===== config.mk =====
export PLATFORM = sky130hd
export DESIGN_NAME = conv_window_sched_flat
export DESIGN_NICKNAME = d
export VERILOG_FILES = /design/src/rtl/conv_window_sched_pkg.sv /design/src/rtl/conv_window_sched_if.sv /design/src/rtl/conv_window_sched_addr_gen.sv /design/src/rtl/conv_window_sched.sv /design/src/flat_wrapper.sv
export SDC_FILE = /design/constraint.sdc
export NUM_CORES = 1
export LEC_CHECK = 0
export ABC_AREA = 1
export CAP_MARGIN = 40
export CORE_ASPECT_RATIO = 2
export CORE_UTILIZATION = 43
export CTS_CLUSTER_DIAMETER = 40
export DETAILED_ROUTE_END_ITERATION = 7
export HOLD_SLACK_MARGIN = 0.02
export SETUP_SLACK_MARGIN = 0.5
export SLEW_MARGIN = 20
export SYNTH_ARGS = -nofsm -noshare
export SYNTH_HDL_FRONTEND = slang
export SYNTH_SLANG_ARGS = --single-unit

===== constraint.sdc =====
create_clock -name clk -period 7.1 [get_ports clk]
set_input_delay 2.13 -clock clk [delete_from_list [all_inputs] [get_ports clk]]
set_output_delay 2.13 -clock clk [all_outputs]
set_load 0.02 [all_outputs]

===== src/rtl/conv_window_sched_pkg.sv =====
// conv_pkg: shared definitions for the 3x3 stencil window scheduler.
//   state_t    - scheduler FSM states
//   TAP_CNT    - taps per window (3x3)
//   TAP_W      - width of the tap index
//   PIX_W      - pixel / data width
//   is_border  - border-pixel test on a (row, col) pair
package conv_pkg;

  localparam int TAP_CNT = 9;
  localparam int TAP_W   = 4;
  localparam int PIX_W   = 8;

  typedef enum logic [2:0] {
    S_IDLE     = 3'd0,
    S_BRD_RD   = 3'd1,
    S_BRD_WR   = 3'd2,
    S_FETCH    = 3'd3,
    S_DRAIN    = 3'd4,
    S_WAIT_RES = 3'd5,
    S_WRITE    = 3'd6,
    S_DONE     = 3'd7
  } state_t;

  // A pixel is border when it touches any image edge.
  function automatic logic is_border(input logic [31:0] row,
                                     input logic [31:0] col,
                                     input logic [31:0] last_row,
                                     input logic [31:0] last_col);
    return (row == 32'd0) || (row == last_row) ||
           (col == 32'd0) || (col == last_col);
  endfunction

endpackage


===== src/rtl/conv_window_sched_if.sv =====
// conv_window_sched_if: bundle of the scheduler's control, source-read,
// tap-stream, datapath-result and destination-write signals.
//
// Handshake semantics (all single-cycle, sampled on rising clk):
//   start     : host request, only honoured while busy=0.
//   busy/done : busy high for every non-idle cycle; done pulses once at frame end.
//   rd_en     : rd_data carries mem[rd_addr] in the following cycle.
//   tap_valid : rd_data is window tap tap_idx this cycle.
//   acc_clr   : first tap of a new window; datapath drops pix_valid until
//               the new result is ready, then holds it until the next acc_clr.
//   wr_en     : wr_data is written to wr_addr at the rising edge.
//
// Modports: master = scheduler side, slave = environment (memories/datapath/host).
interface conv_window_sched_if
  import conv_pkg::*;
#(
  parameter int ADDR_W = 14
) ();

  logic              start;
  logic              busy;
  logic              done;
  logic              rd_en;
  logic [ADDR_W-1:0] rd_addr;
  logic [PIX_W-1:0]  rd_data;
  logic              tap_valid;
  logic [TAP_W-1:0]  tap_idx;
  logic              acc_clr;
  logic              pix_valid;
  logic [PIX_W-1:0]  pix_result;
  logic              wr_en;
  logic [ADDR_W-1:0] wr_addr;
  logic [PIX_W-1:0]  wr_data;

  modport master (
    input  start, rd_data, pix_valid, pix_result,
    output busy, done, rd_en, rd_addr, tap_valid, tap_idx, acc_clr,
           wr_en, wr_addr, wr_data
  );

  modport slave (
    output start, rd_data, pix_valid, pix_result,
    input  busy, done, rd_en, rd_addr, tap_valid, tap_idx, acc_clr,
           wr_en, wr_addr, wr_data
  );

endinterface


===== src/rtl/conv_window_sched_addr_gen.sv =====
// conv_addr_gen: raster position counters and address arithmetic.
//   clk, rst          : clock, synchronous active-high reset
//   i_clear           : zero row/col/row_base (frame start)
//   i_advance         : step to the next pixel in raster order
//   i_tap             : window tap index 0..8 (row-major)
//   o_src_pix_addr    : SRC_BASE + row*IMG_W + col
//   o_dst_pix_addr    : DST_BASE + row*IMG_W + col
//   o_tap_addr        : source address of tap i_tap around (row, col)
//   o_last            : current pixel is the final one of the frame
//   o_next_border     : the pixel after an advance is a border pixel
module conv_addr_gen
  import conv_pkg::*;
#(
  parameter int IMG_W    = 50,
  parameter int IMG_H    = 50,
  parameter int ADDR_W   = 14,
  parameter int SRC_BASE = 0,
  parameter int DST_BASE = 0
) (
  input  logic              clk,
  input  logic              rst,
  input  logic              i_clear,
  input  logic              i_advance,
  input  logic [TAP_W-1:0]  i_tap,
  output logic [ADDR_W-1:0] o_src_pix_addr,
  output logic [ADDR_W-1:0] o_dst_pix_addr,
  output logic [ADDR_W-1:0] o_tap_addr,
  output logic              o_last,
  output logic              o_next_border
);

  localparam logic [ADDR_W-1:0] W_A      = ADDR_W'(IMG_W);
  localparam logic [ADDR_W-1:0] LAST_COL = ADDR_W'(IMG_W - 1);
  localparam logic [ADDR_W-1:0] LAST_ROW = ADDR_W'(IMG_H - 1);
  localparam logic [ADDR_W-1:0] SRC_A    = ADDR_W'(SRC_BASE);
  localparam logic [ADDR_W-1:0] DST_A    = ADDR_W'(DST_BASE);
  localparam logic [ADDR_W-1:0] ONE_A    = ADDR_W'(1);

  logic [ADDR_W-1:0] r_row;
  logic [ADDR_W-1:0] r_col;
  logic [ADDR_W-1:0] r_row_base;   // row * IMG_W, kept incrementally

  logic              w_wrap;
  logic [ADDR_W-1:0] w_next_row;
  logic [ADDR_W-1:0] w_next_col;
  logic [ADDR_W-1:0] w_center;
  logic [ADDR_W-1:0] w_row_part;
  logic [ADDR_W-1:0] w_tap_off;

  always_ff @(posedge clk) begin
    if (rst || i_clear) begin
      r_row      <= '0;
      r_col      <= '0;
      r_row_base <= '0;
    end else if (i_advance) begin
      if (w_wrap) begin
        r_col      <= '0;
        r_row      <= r_row + ONE_A;
        r_row_base <= r_row_base + W_A;
      end else begin
        r_col <= r_col + ONE_A;
      end
    end
  end

  assign w_wrap     = (r_col == LAST_COL);
  assign w_next_row = w_wrap ? r_row + ONE_A : r_row;
  assign w_next_col = w_wrap ? '0 : r_col + ONE_A;
  assign w_center   = r_row_base + r_col;

  // Tap (dr, dc) = (t/3-1, t%3-1). Interior pixels never underflow, so the
  // modular ADDR_W arithmetic is exact there.
  always_comb begin
    w_row_part = w_center;
    w_tap_off  = '0;
    case (i_tap)
      4'd0, 4'd1, 4'd2: w_row_part = w_center - W_A;
      4'd6, 4'd7, 4'd8: w_row_part = w_center + W_A;
      default:          w_row_part = w_center;
    endcase
    case (i_tap)
      4'd0, 4'd3, 4'd6: w_tap_off = '1;        // -1 in two's complement
      4'd2, 4'd5, 4'd8: w_tap_off = ONE_A;
      default:          w_tap_off = '0;
    endcase
  end

  assign o_tap_addr     = SRC_A + w_row_part + w_tap_off;
  assign o_src_pix_addr = SRC_A + w_center;
  assign o_dst_pix_addr = DST_A + w_center;
  assign o_last         = (r_row == LAST_ROW) && (r_col == LAST_COL);
  assign o_next_border  = is_border(32'(w_next_row), 32'(w_next_col),
                                    32'(LAST_ROW), 32'(LAST_COL));

endmodule


===== src/rtl/conv_window_sched.sv =====
// conv_window_sched: sequences a 3x3 stencil datapath over an IMG_W x IMG_H
// image. Border pixels are copied source->destination; interior pixels get
// nine tap reads streamed to the datapath, then its result is written out.
//   clk, rst     : clock, synchronous active-high reset
//   io_bus       : control/read/tap/result/write bundle (master side)
//   o_dbg_state  : current FSM state for observation
module conv_window_sched
  import conv_pkg::*;
#(
  parameter int IMG_W    = 50,
  parameter int IMG_H    = 50,
  parameter int ADDR_W   = 14,
  parameter int SRC_BASE = 0,
  parameter int DST_BASE = 0
) (
  input  logic                 clk,
  input  logic                 rst,
  conv_window_sched_if.master  io_bus,
  output state_t               o_dbg_state
);

  localparam logic [TAP_W-1:0] LAST_TAP = TAP_W'(TAP_CNT - 1);

  state_t            r_state;
  state_t            w_next_state;
  logic [TAP_W-1:0]  r_tap;
  logic [TAP_W-1:0]  w_next_tap;
  logic [PIX_W-1:0]  r_result;
  logic              r_tap_valid;
  logic [TAP_W-1:0]  r_tap_idx;

  logic              w_clear;
  logic              w_advance;
  logic              w_latch;
  logic [ADDR_W-1:0] w_src_pix_addr;
  logic [ADDR_W-1:0] w_dst_pix_addr;
  logic [ADDR_W-1:0] w_tap_addr;
  logic              w_last;
  logic              w_next_border;

  conv_addr_gen #(
    .IMG_W   (IMG_W),
    .IMG_H   (IMG_H),
    .ADDR_W  (ADDR_W),
    .SRC_BASE(SRC_BASE),
    .DST_BASE(DST_BASE)
  ) u_addr_gen (
    .clk           (clk),
    .rst           (rst),
    .i_clear       (w_clear),
    .i_advance     (w_advance),
    .i_tap         (r_tap),
    .o_src_pix_addr(w_src_pix_addr),
    .o_dst_pix_addr(w_dst_pix_addr),
    .o_tap_addr    (w_tap_addr),
    .o_last        (w_last),
    .o_next_border (w_next_border)
  );

  always_ff @(posedge clk) begin
    if (rst) begin
      r_state     <= S_IDLE;
      r_tap       <= '0;
      r_result    <= '0;
      r_tap_valid <= 1'b0;
      r_tap_idx   <= '0;
    end else begin
      r_state     <= w_next_state;
      r_tap       <= w_next_tap;
      // Read data arrives one cycle after rd_en, so the tap tag trails by one.
      r_tap_valid <= (r_state == S_FETCH);
      r_tap_idx   <= (r_state == S_FETCH) ? r_tap : '0;
      if (w_latch) r_result <= io_bus.pix_result;
    end
  end

  // Next-state logic. Pixel (0,0) is always border, so a frame opens in BRD_RD.
  always_comb begin
    w_next_state = r_state;
    w_next_tap   = r_tap;
    w_clear      = 1'b0;
    w_advance    = 1'b0;
    w_latch      = 1'b0;
    case (r_state)
      S_IDLE: begin
        if (io_bus.start) begin
          w_clear      = 1'b1;
          w_next_state = S_BRD_RD;
        end
      end
      S_BRD_RD:  w_next_state = S_BRD_WR;
      S_FETCH: begin
        if (r_tap == LAST_TAP) begin
          w_next_tap   = '0;
          w_next_state = S_DRAIN;
        end else begin
          w_next_tap = r_tap + 1'b1;
        end
      end
      S_DRAIN:   w_next_state = S_WAIT_RES;
      S_WAIT_RES: begin
        if (io_bus.pix_valid) begin
          w_latch      = 1'b1;
          w_next_state = S_WRITE;
        end
      end
      S_BRD_WR, S_WRITE: begin
        w_next_tap = '0;
        if (w_last) begin
          w_next_state = S_DONE;
        end else begin
          w_advance    = 1'b1;
          w_next_state = w_next_border ? S_BRD_RD : S_FETCH;
        end
      end
      S_DONE:    w_next_state = S_IDLE;
      default:   w_next_state = S_IDLE;
    endcase
  end

  // Output decode: read and write states are disjoint, so buses idle at zero.
  always_comb begin
    io_bus.busy      = (r_state != S_IDLE);
    io_bus.done      = (r_state == S_DONE);
    io_bus.rd_en     = 1'b0;
    io_bus.rd_addr   = '0;
    io_bus.acc_clr   = 1'b0;
    io_bus.wr_en     = 1'b0;
    io_bus.wr_addr   = '0;
    io_bus.wr_data   = '0;
    io_bus.tap_valid = r_tap_valid;
    io_bus.tap_idx   = r_tap_idx;
    case (r_state)
      S_BRD_RD: begin
        io_bus.rd_en   = 1'b1;
        io_bus.rd_addr = w_src_pix_addr;
      end
      S_FETCH: begin
        io_bus.rd_en   = 1'b1;
        io_bus.rd_addr = w_tap_addr;
        io_bus.acc_clr = (r_tap == '0);
      end
      S_BRD_WR: begin
        io_bus.wr_en   = 1'b1;
        io_bus.wr_addr = w_dst_pix_addr;
        io_bus.wr_data = io_bus.rd_data;
      end
      S_WRITE: begin
        io_bus.wr_en   = 1'b1;
        io_bus.wr_addr = w_dst_pix_addr;
        io_bus.wr_data = r_result;
      end
      default: ;
    endcase
  end

  assign o_dbg_state = r_state;

endmodule


===== src/flat_wrapper.sv =====
// flat-port wrapper written by rule: the top's interface ports become plain ports
module conv_window_sched_flat import conv_pkg::*;
#(
  parameter int IMG_W    = 50,
  parameter int IMG_H    = 50,
  parameter int ADDR_W   = 14,
  parameter int SRC_BASE = 0,
  parameter int DST_BASE = 0
)
  (clk, rst, o_dbg_state, io_bus_start, io_bus_rd_data, io_bus_pix_valid, io_bus_pix_result, io_bus_busy, io_bus_done, io_bus_rd_en, io_bus_rd_addr, io_bus_tap_valid, io_bus_tap_idx, io_bus_acc_clr, io_bus_wr_en, io_bus_wr_addr, io_bus_wr_data);
  conv_window_sched_if #(.ADDR_W(ADDR_W)) io_bus_i ();
  input  logic clk;
  input  logic rst;
  output state_t o_dbg_state;
  input wire logic [$bits(io_bus_i.start)-1:0] io_bus_start;
  input wire logic [$bits(io_bus_i.rd_data)-1:0] io_bus_rd_data;
  input wire logic [$bits(io_bus_i.pix_valid)-1:0] io_bus_pix_valid;
  input wire logic [$bits(io_bus_i.pix_result)-1:0] io_bus_pix_result;
  output wire logic [$bits(io_bus_i.busy)-1:0] io_bus_busy;
  output wire logic [$bits(io_bus_i.done)-1:0] io_bus_done;
  output wire logic [$bits(io_bus_i.rd_en)-1:0] io_bus_rd_en;
  output wire logic [$bits(io_bus_i.rd_addr)-1:0] io_bus_rd_addr;
  output wire logic [$bits(io_bus_i.tap_valid)-1:0] io_bus_tap_valid;
  output wire logic [$bits(io_bus_i.tap_idx)-1:0] io_bus_tap_idx;
  output wire logic [$bits(io_bus_i.acc_clr)-1:0] io_bus_acc_clr;
  output wire logic [$bits(io_bus_i.wr_en)-1:0] io_bus_wr_en;
  output wire logic [$bits(io_bus_i.wr_addr)-1:0] io_bus_wr_addr;
  output wire logic [$bits(io_bus_i.wr_data)-1:0] io_bus_wr_data;
  assign io_bus_i.start = io_bus_start;
  assign io_bus_i.rd_data = io_bus_rd_data;
  assign io_bus_i.pix_valid = io_bus_pix_valid;
  assign io_bus_i.pix_result = io_bus_pix_result;
  assign io_bus_busy = io_bus_i.busy;
  assign io_bus_done = io_bus_i.done;
  assign io_bus_rd_en = io_bus_i.rd_en;
  assign io_bus_rd_addr = io_bus_i.rd_addr;
  assign io_bus_tap_valid = io_bus_i.tap_valid;
  assign io_bus_tap_idx = io_bus_i.tap_idx;
  assign io_bus_acc_clr = io_bus_i.acc_clr;
  assign io_bus_wr_en = io_bus_i.wr_en;
  assign io_bus_wr_addr = io_bus_i.wr_addr;
  assign io_bus_wr_data = io_bus_i.wr_data;
  conv_window_sched #(.IMG_W(IMG_W), .IMG_H(IMG_H), .ADDR_W(ADDR_W), .SRC_BASE(SRC_BASE), .DST_BASE(DST_BASE)) u_core (.clk(clk), .rst(rst), .io_bus(io_bus_i), .o_dbg_state(o_dbg_state));
endmodule

# Yosys cells after proc, flatten, opt, wreduce, memory -nomap -nowiden
# Cells that the tools add are included.
[totals] reg_bits=62 in_bits=20 word_cells=82 out_inout_bits=49
[op_classes] n_addsub=8 n_eq_ne=21 muxes=24 n_bitwise=1 n_reduce_logical=20
[ops] op="$pmux 14 s2" n=3
[ops] op="$eq 14x6->1 const B" n=4
[ops] op="$mux 14" n=3
[ops] op="$add 14x1->14 const B" n=2
[ops] op="$add 14x14->14" n=2
[ops] op="$add 14x6->14 const B" n=2
[ops] op="$logic_not 14->1" n=2
[ops] op="$pmux 3 s7" n=1
[ops] op="$pmux 8 s2" n=1
[ops] op="$sub 14x6->14 const B" n=1
[ops] op="$eq 3x3->1 const B" n=4
[ops] op="$eq 4x3->1 const B" n=3
[ops] op="$mux 3" n=4
[ops] op="$reduce_or 3->1" n=4
[ops] op="$mux 1" n=9
[ops] op="$eq 4x2->1 const B" n=2
[ops] op="$pmux 4 s2" n=1
[ops] op="$eq 3x2->1 const B" n=2
[ops] op="$ne 2x2->1 const B" n=3
[ops] op="$reduce_or 2->1" n=3
[ops] op="$add 4x1->4 const B" n=1
[ops] op="$eq 4x1->1 const B" n=1
[ops] op="$eq 4x4->1 const B" n=1
[ops] op="$logic_not 4->1" n=1
[ops] op="11 further kinds" n=14

# Longest topological paths before layout
[logic_depth] ltp_word=9 mapped_depth=28 depth_no_buf=28

# Modules after synthesis
# A second synthesis with hierarchy kept.
[hier_totals] cells_unflattened=856 hier_area_um2=5739.3
[modules_own_cells] mod="conv_addr_gen" area_each_um2=4499.3 instances=1 seq_area_each_um2=820.8 cells_each=673
[modules_own_cells] mod="conv_window_sched" area_each_um2=1239.9 instances=1 seq_area_each_um2=400.4 cells_each=183

# Worst setup path after synthesis
# OpenSTA, ideal clock, no wires.
[synth_path] kind="reg-to-output" startpoint="register u_core.u_addr_gen.r_col[1]" endpoint="output port io_bus_rd_addr[13]" arrival_ns=3.931 path_stages_with_launch=25 slack_ns=1.039 cell_sequence="dfxtp_1 -> ha_1 -> fa_1 -> nand3_1 -> nand2_1 -> a21oi_1 -> o21ai_1 -> nand3_1 -> nand2_1 -> xor2_1 -> ha_1 -> nand2_1 -> inv_1 -> a221oi_1 -> nand3_1 -> or2_2 -> nand3_1 -> o21ai_0 -> ha_1 -> a21oi_1 -> o211ai_1 -> a21oi_1 -> nand3b_1 -> nand3_1 -> nand2_1"
[synth_between] elab_chain_cells=5 elab_cells_between_ends=6 classes_between="4 x add/sub; 2 x mux"
[synth_rtl] element="start, declared" line_no="conv_window_sched_addr_gen.sv:40" text="logic [ADDR_W-1:0] r_col;"
[synth_rtl] element="start signal, assigned" line_no="conv_window_sched_addr_gen.sv:61" text="r_col <= r_col + ONE_A;"
[synth_rtl] element="$add 14x14->14 (*)" line_no="conv_window_sched_addr_gen.sv:69" text="assign w_center = r_row_base + r_col;"
[synth_rtl] element="$add 14x6->14 or $sub 14x6->14 (tied branches)" line_no="conv_window_sched_addr_gen.sv:78, conv_window_sched_addr_gen.sv:77"
[synth_rtl] element="$pmux 14 s2" line_no="conv_window_sched_addr_gen.sv:76" text="case (i_tap)"
[synth_rtl] element="$add 14x14->14" line_no="conv_window_sched_addr_gen.sv:88" text="assign o_tap_addr = SRC_A + w_row_part + w_tap_off;"
[synth_rtl] element="$pmux 14 s2 (*)" line_no="conv_window_sched.sv:133" text="case (r_state)"
[synth_rtl] element="end, declared" line_no="flat_wrapper.sv:22" text="output wire logic [$bits(io_bus_i.rd_addr)-1:0] io_bus_rd_addr;"
# Every way passes the cells marked *; elsewhere a longest branch is shown, timed or not.

# Final worst setup path
[layout_path] startpoint="register u_core.u_addr_gen.r_row_base[1]" endpoint="output port io_bus_rd_addr[13]"
[layout_between] elab_chain_cells=5 elab_cells_between_ends=6 classes_between="4 x add/sub; 2 x mux"
[layout_rtl] element="start, declared" line_no="conv_window_sched_addr_gen.sv:41" text="logic [ADDR_W-1:0] r_row_base;"
[layout_rtl] element="start signal, assigned" line_no="conv_window_sched_addr_gen.sv:59" text="r_row_base <= r_row_base + W_A;"
[layout_rtl] element="$add 14x14->14 (*)" line_no="conv_window_sched_addr_gen.sv:69"
[layout_rtl] element="$add 14x6->14 or $sub 14x6->14 (tied branches)" line_no="conv_window_sched_addr_gen.sv:78, conv_window_sched_addr_gen.sv:77"
[layout_rtl] element="$pmux 14 s2" line_no="conv_window_sched_addr_gen.sv:76"
[layout_rtl] element="$add 14x14->14" line_no="conv_window_sched_addr_gen.sv:88"
[layout_rtl] element="$pmux 14 s2 (*)" line_no="conv_window_sched.sv:133"
# Marked as above.

==> reports/metrics.yaml <==
run_status:
  status: "finished, violations left"
  violations: "design-rule violations"
global_routing:
  grt_pass1_vias: 6435
  grt_util_met1_pct: 22.89
  grt_usage_pct: 27.72
  grt_use_met3_pct: 3.766
  grt_overflow: 0
  grt_max_degree: 47
  top_usage_layer: "met2"
  antenna_found_initial: 0
  met2_usage_pct: 57.91
  grt_pass1_wl_um: 30520
hold_path:
  worstHoldEndpoint: "u_core.r_result[1]"
  min-delay-start: "u_core.r_result[1]"
  whs_path_depth: 2
  min_path_type: "register to register"
route:
  viasPerCell: 5.424
  drtAntennaViolNets: 0
  postRouteWirelength_um: 19450
  drt_iter0_drc: 277
  firstDrtPassIters: 8
  drc: 7
  vias: 6509
  wl_per_cell_um: 16.21
worst_setup_path:
  arrival_ns: 4.41
  r2r_cells: 16
  worstReg2RegEnd: "u_core.o_dbg_state[1]"
  worstPathRequired_ns: 4.97
  r2r_slack_ns: 4.57
  critPathKind: "register to output pin"
  cp-startpoint: "u_core.u_addr_gen.r_row_base[1]"
  r2r_start: "u_core.u_addr_gen.r_col[0]"
  critPathMaxFanout: 4
  cp-end-kind: "output pin"
  worstSetupStartpointType: "register"
timing:
  grt_setup_unrepaired: "yes"
  fmax_mhz: 153.0
  post-route-period-util_pct: 92.05
  whs_ns: 0.4496
  relSlewSlack_pct: 44.45
  worst_pin_slew_ns: 0.8282
  finalClockSkew_ns: 0.003360
  setup_tns_ns: 0
  hold_viol: 0
  drv_slew: 0
  setup_viol: 0
  period_minus_slack_ns: 6.536
final_layout:
  syn_to_final_growth_pct: 33.88
  layout-drive-gt1-share_pct: 20.42
  fill_cells: 1306
  nets: 1112
  antenna_cells: 0
  final_common_cell: "nand2_1"
  final_cell_mix: "nand2_1 (192), inv_1 (115), nor2_1 (92)"
pwr:
  leakagePower_nw: 3.376
  ir_drop_v: 0.0001675
  power_mw: 1.392
  p_clk_share_pct: 36.1
  seqPwrFrac_pct: 27.1
  pwr-share-comb_pct: 36.8
  cell_internal_pwr_mw: 0.9174
  p_switching_mw: 0.4747
  netSwitchingFraction_pct: 34.10
  power.density_nw_per_um2: 178.3
clock_tree:
  cts-root-buf: "clkbuf_16"
  cts_tree: "yes"
  clkSlewWorstSetupHoldPaths_ns: 0.05
  clk_path_buf_depth: 2
  cts_made_buffers: 9
  clk-insertion-delay-late_ns: 0.33
  h-tree-depth: 3
  cts_sinks: 61
synth:
  yosys-mux-area-fraction_pct: 0
  synth-seq-area-share_pct: 20.94
  synth_nets: 1001
  synthCells: 932
  synth_async_sr_flop_share_pct: 0
  synth-simple-area-share_pct: 35.49
  synth_xor_area_share_pct: 3.304
  yosysWarningCount: 0
  synth-edff-count: 0
  synth_flop_cell: "dfxtp_1"
  synth_area_um2: 5832
  synth-compound-area-share_pct: 19.18
  netlist-cell-type-count: 49
  synthAdderAreaFrac_pct: 10.90
  syn_area_per_cell_um2: 6.257
  ys_ff_latch: 61
  synth_top_family_by_area: "simple AND/OR/NAND/NOR gates"
placed_design:
  place_hpwl_um: 15350
  portBuffers: 68
  gp_congestion: 0.9277
floorplan:
  ios: 69
  die_h_um: 166.7
  die_area_um2: 14060
  core_area_um2: 13140
  die_x_um: 84.35
  num_rows: 59
  start_util_pct: 44.38
job:
  cap_violations: 0
cells by family (layout without fill, tap and decap cells):
kind of cell / Yosys count / in the layout
adders and majority gates: 49 / 49
DFF: 61 / 61
buffers and inverters: 150 / 266
and+or+nand+nor: 446 / 446
AOI/OAI and AO/OA: 204 / 204
xor gates and xnor gates: 22 / 22
cell usage after synthesis (3+ instances only):
| cell | n | area share (%) |
|---|---|---|
| o21ai_0 | 87 | 7.5 |
| inv_2 | 7 | 0.45 |
| inv_1 | 121 | 7.8 |
| a211oi_1 | 8 | 1.0 |
| ha_1 | 46 | 9.9 |
| or2_2 | 8 | 0.86 |
| nor3_1 | 10 | 0.86 |
| a31oi_1 | 7 | 0.75 |
| nand2_1 | 204 | 13 |
| xnor2_1 | 4 | 0.60 |
| nand4_1 | 15 | 1.6 |
| nor2_4 | 7 | 1.4 |
| nor3_2 | 3 | 0.51 |
| clkbuf_1 | 11 | 0.71 |
| dfxtp_1 | 61 | 21 |
| nor2_2 | 11 | 1.2 |
| o21bai_1 | 5 | 0.64 |
| xor2_1 | 18 | 2.7 |
| fa_1 | 3 | 1.0 |
| buf_2 | 3 | 0.26 |
| nand3_1 | 67 | 5.7 |
| nor2_1 | 94 | 6.1 |
| a21oi_1 | 73 | 6.3 |
| nand3b_1 | 3 | 0.39 |
| buf_4 | 3 | 0.39 |
| o22ai_1 | 7 | 0.75 |
| nand2_2 | 12 | 1.3 |
critical path, cell delays in order (launching register included):
cell and delay [ns]:
dfxtp_2 0.33, ha_4 0.16, fa_2 0.37, nand3_2 0.09, nand2_2 0.08, a21oi_4 0.21
o21ai_4 0.11, nand3_2 0.09, nand2_2 0.09, xor2_4 0.19, ha_4 0.24, nand2_4 0.08
inv_2 0.04, a221oi_2 0.22, nand3_1 0.12, or2_4 0.26, nand3_2 0.05, o21ai_1 0.06
ha_1 0.35, nand4_1 0.15, o211ai_1 0.27, a21oi_2 0.09, nand3b_1 0.16, nand3_1 0.07
nand2_1 0.06, buf_6 0.13
metal layers:
| layer | wire, um | share of wire, % |
|---|---|---|
| met5 | 0 | 0 |
| met4 | 1221 | 6.3 |
| met3 | 486 | 2.5 |
| met2 | 11410 | 59 |
| met1 | 6333 | 33 |
state kept, by name, indices dropped and copies added, names as in the netlist:
register and flops:
u_core.u_addr_gen.r_row_base 13, u_core.r_result 8, u_core.io_bus.tap_valid 1, u_core.o_dbg_state 3, u_core.u_addr_gen.r_row 14, u_core.r_tap 4, u_core.u_addr_gen.r_col 14, u_core.io_bus.tap_idx 4
stage by stage:
step	instance area [um^2]	std cells	worst slack, ns	util, %
5_1_grt	7807	1200	0.2970	59.42
4_1_cts	7412	1189	0.4689	56.41
3_5_place_dp	6860	1166	-0.002722	52.21
3_3_place_gp	6845	1165	0.1138	52.09
2_1_floorplan	5832	932	1.039	-
6_report	7807	1200	0.5645	59.42
power by group through the flow:
stage	logic (mW)	registers (mW)	clock network (mW)
after floorplan	0.294	0.380	0
after global placement	0.447	0.383	0
after detailed placement	0.450	0.382	0
after CTS	0.468	0.376	0.514
after global routing	0.559	0.379	0.528
final	0.512	0.377	0.503
cell type report:
cell class,instances,area (um^2),share of cell area [%]
repair buffers,120,1076,13.78
clock inverters,4,95.09,1.218
well taps,152,190.2,2.436
multi-input cells,721,4462,57.15
inverters,130,494.2,6.330
flip-flops and latches,61,1244,15.93
clock buffers,12,246.5,3.157
how the worst max path moves through the flow:
stage	slack [ns]	to
5_1_grt	0.30	io_bus_rd_addr[13]
4_1_cts	0.47	io_bus_rd_addr[13]
3_5_place_dp	-0.003	io_bus_rd_addr[13]
3_3_place_gp	0.11	io_bus_rd_addr[13]
6_report	0.56	io_bus_rd_addr[13]
2_1_floorplan	1.04	io_bus_rd_addr[13]
repair_timing:
item / in CTS / in global routing
endpoints found under the setup margin: 7 / 8
buffers inserted: 7 / 11
resized for setup: 64 / 81
hold buffers: 0 / 0
pin swaps: 13 / 34
(Power assumes the default switching activity.)
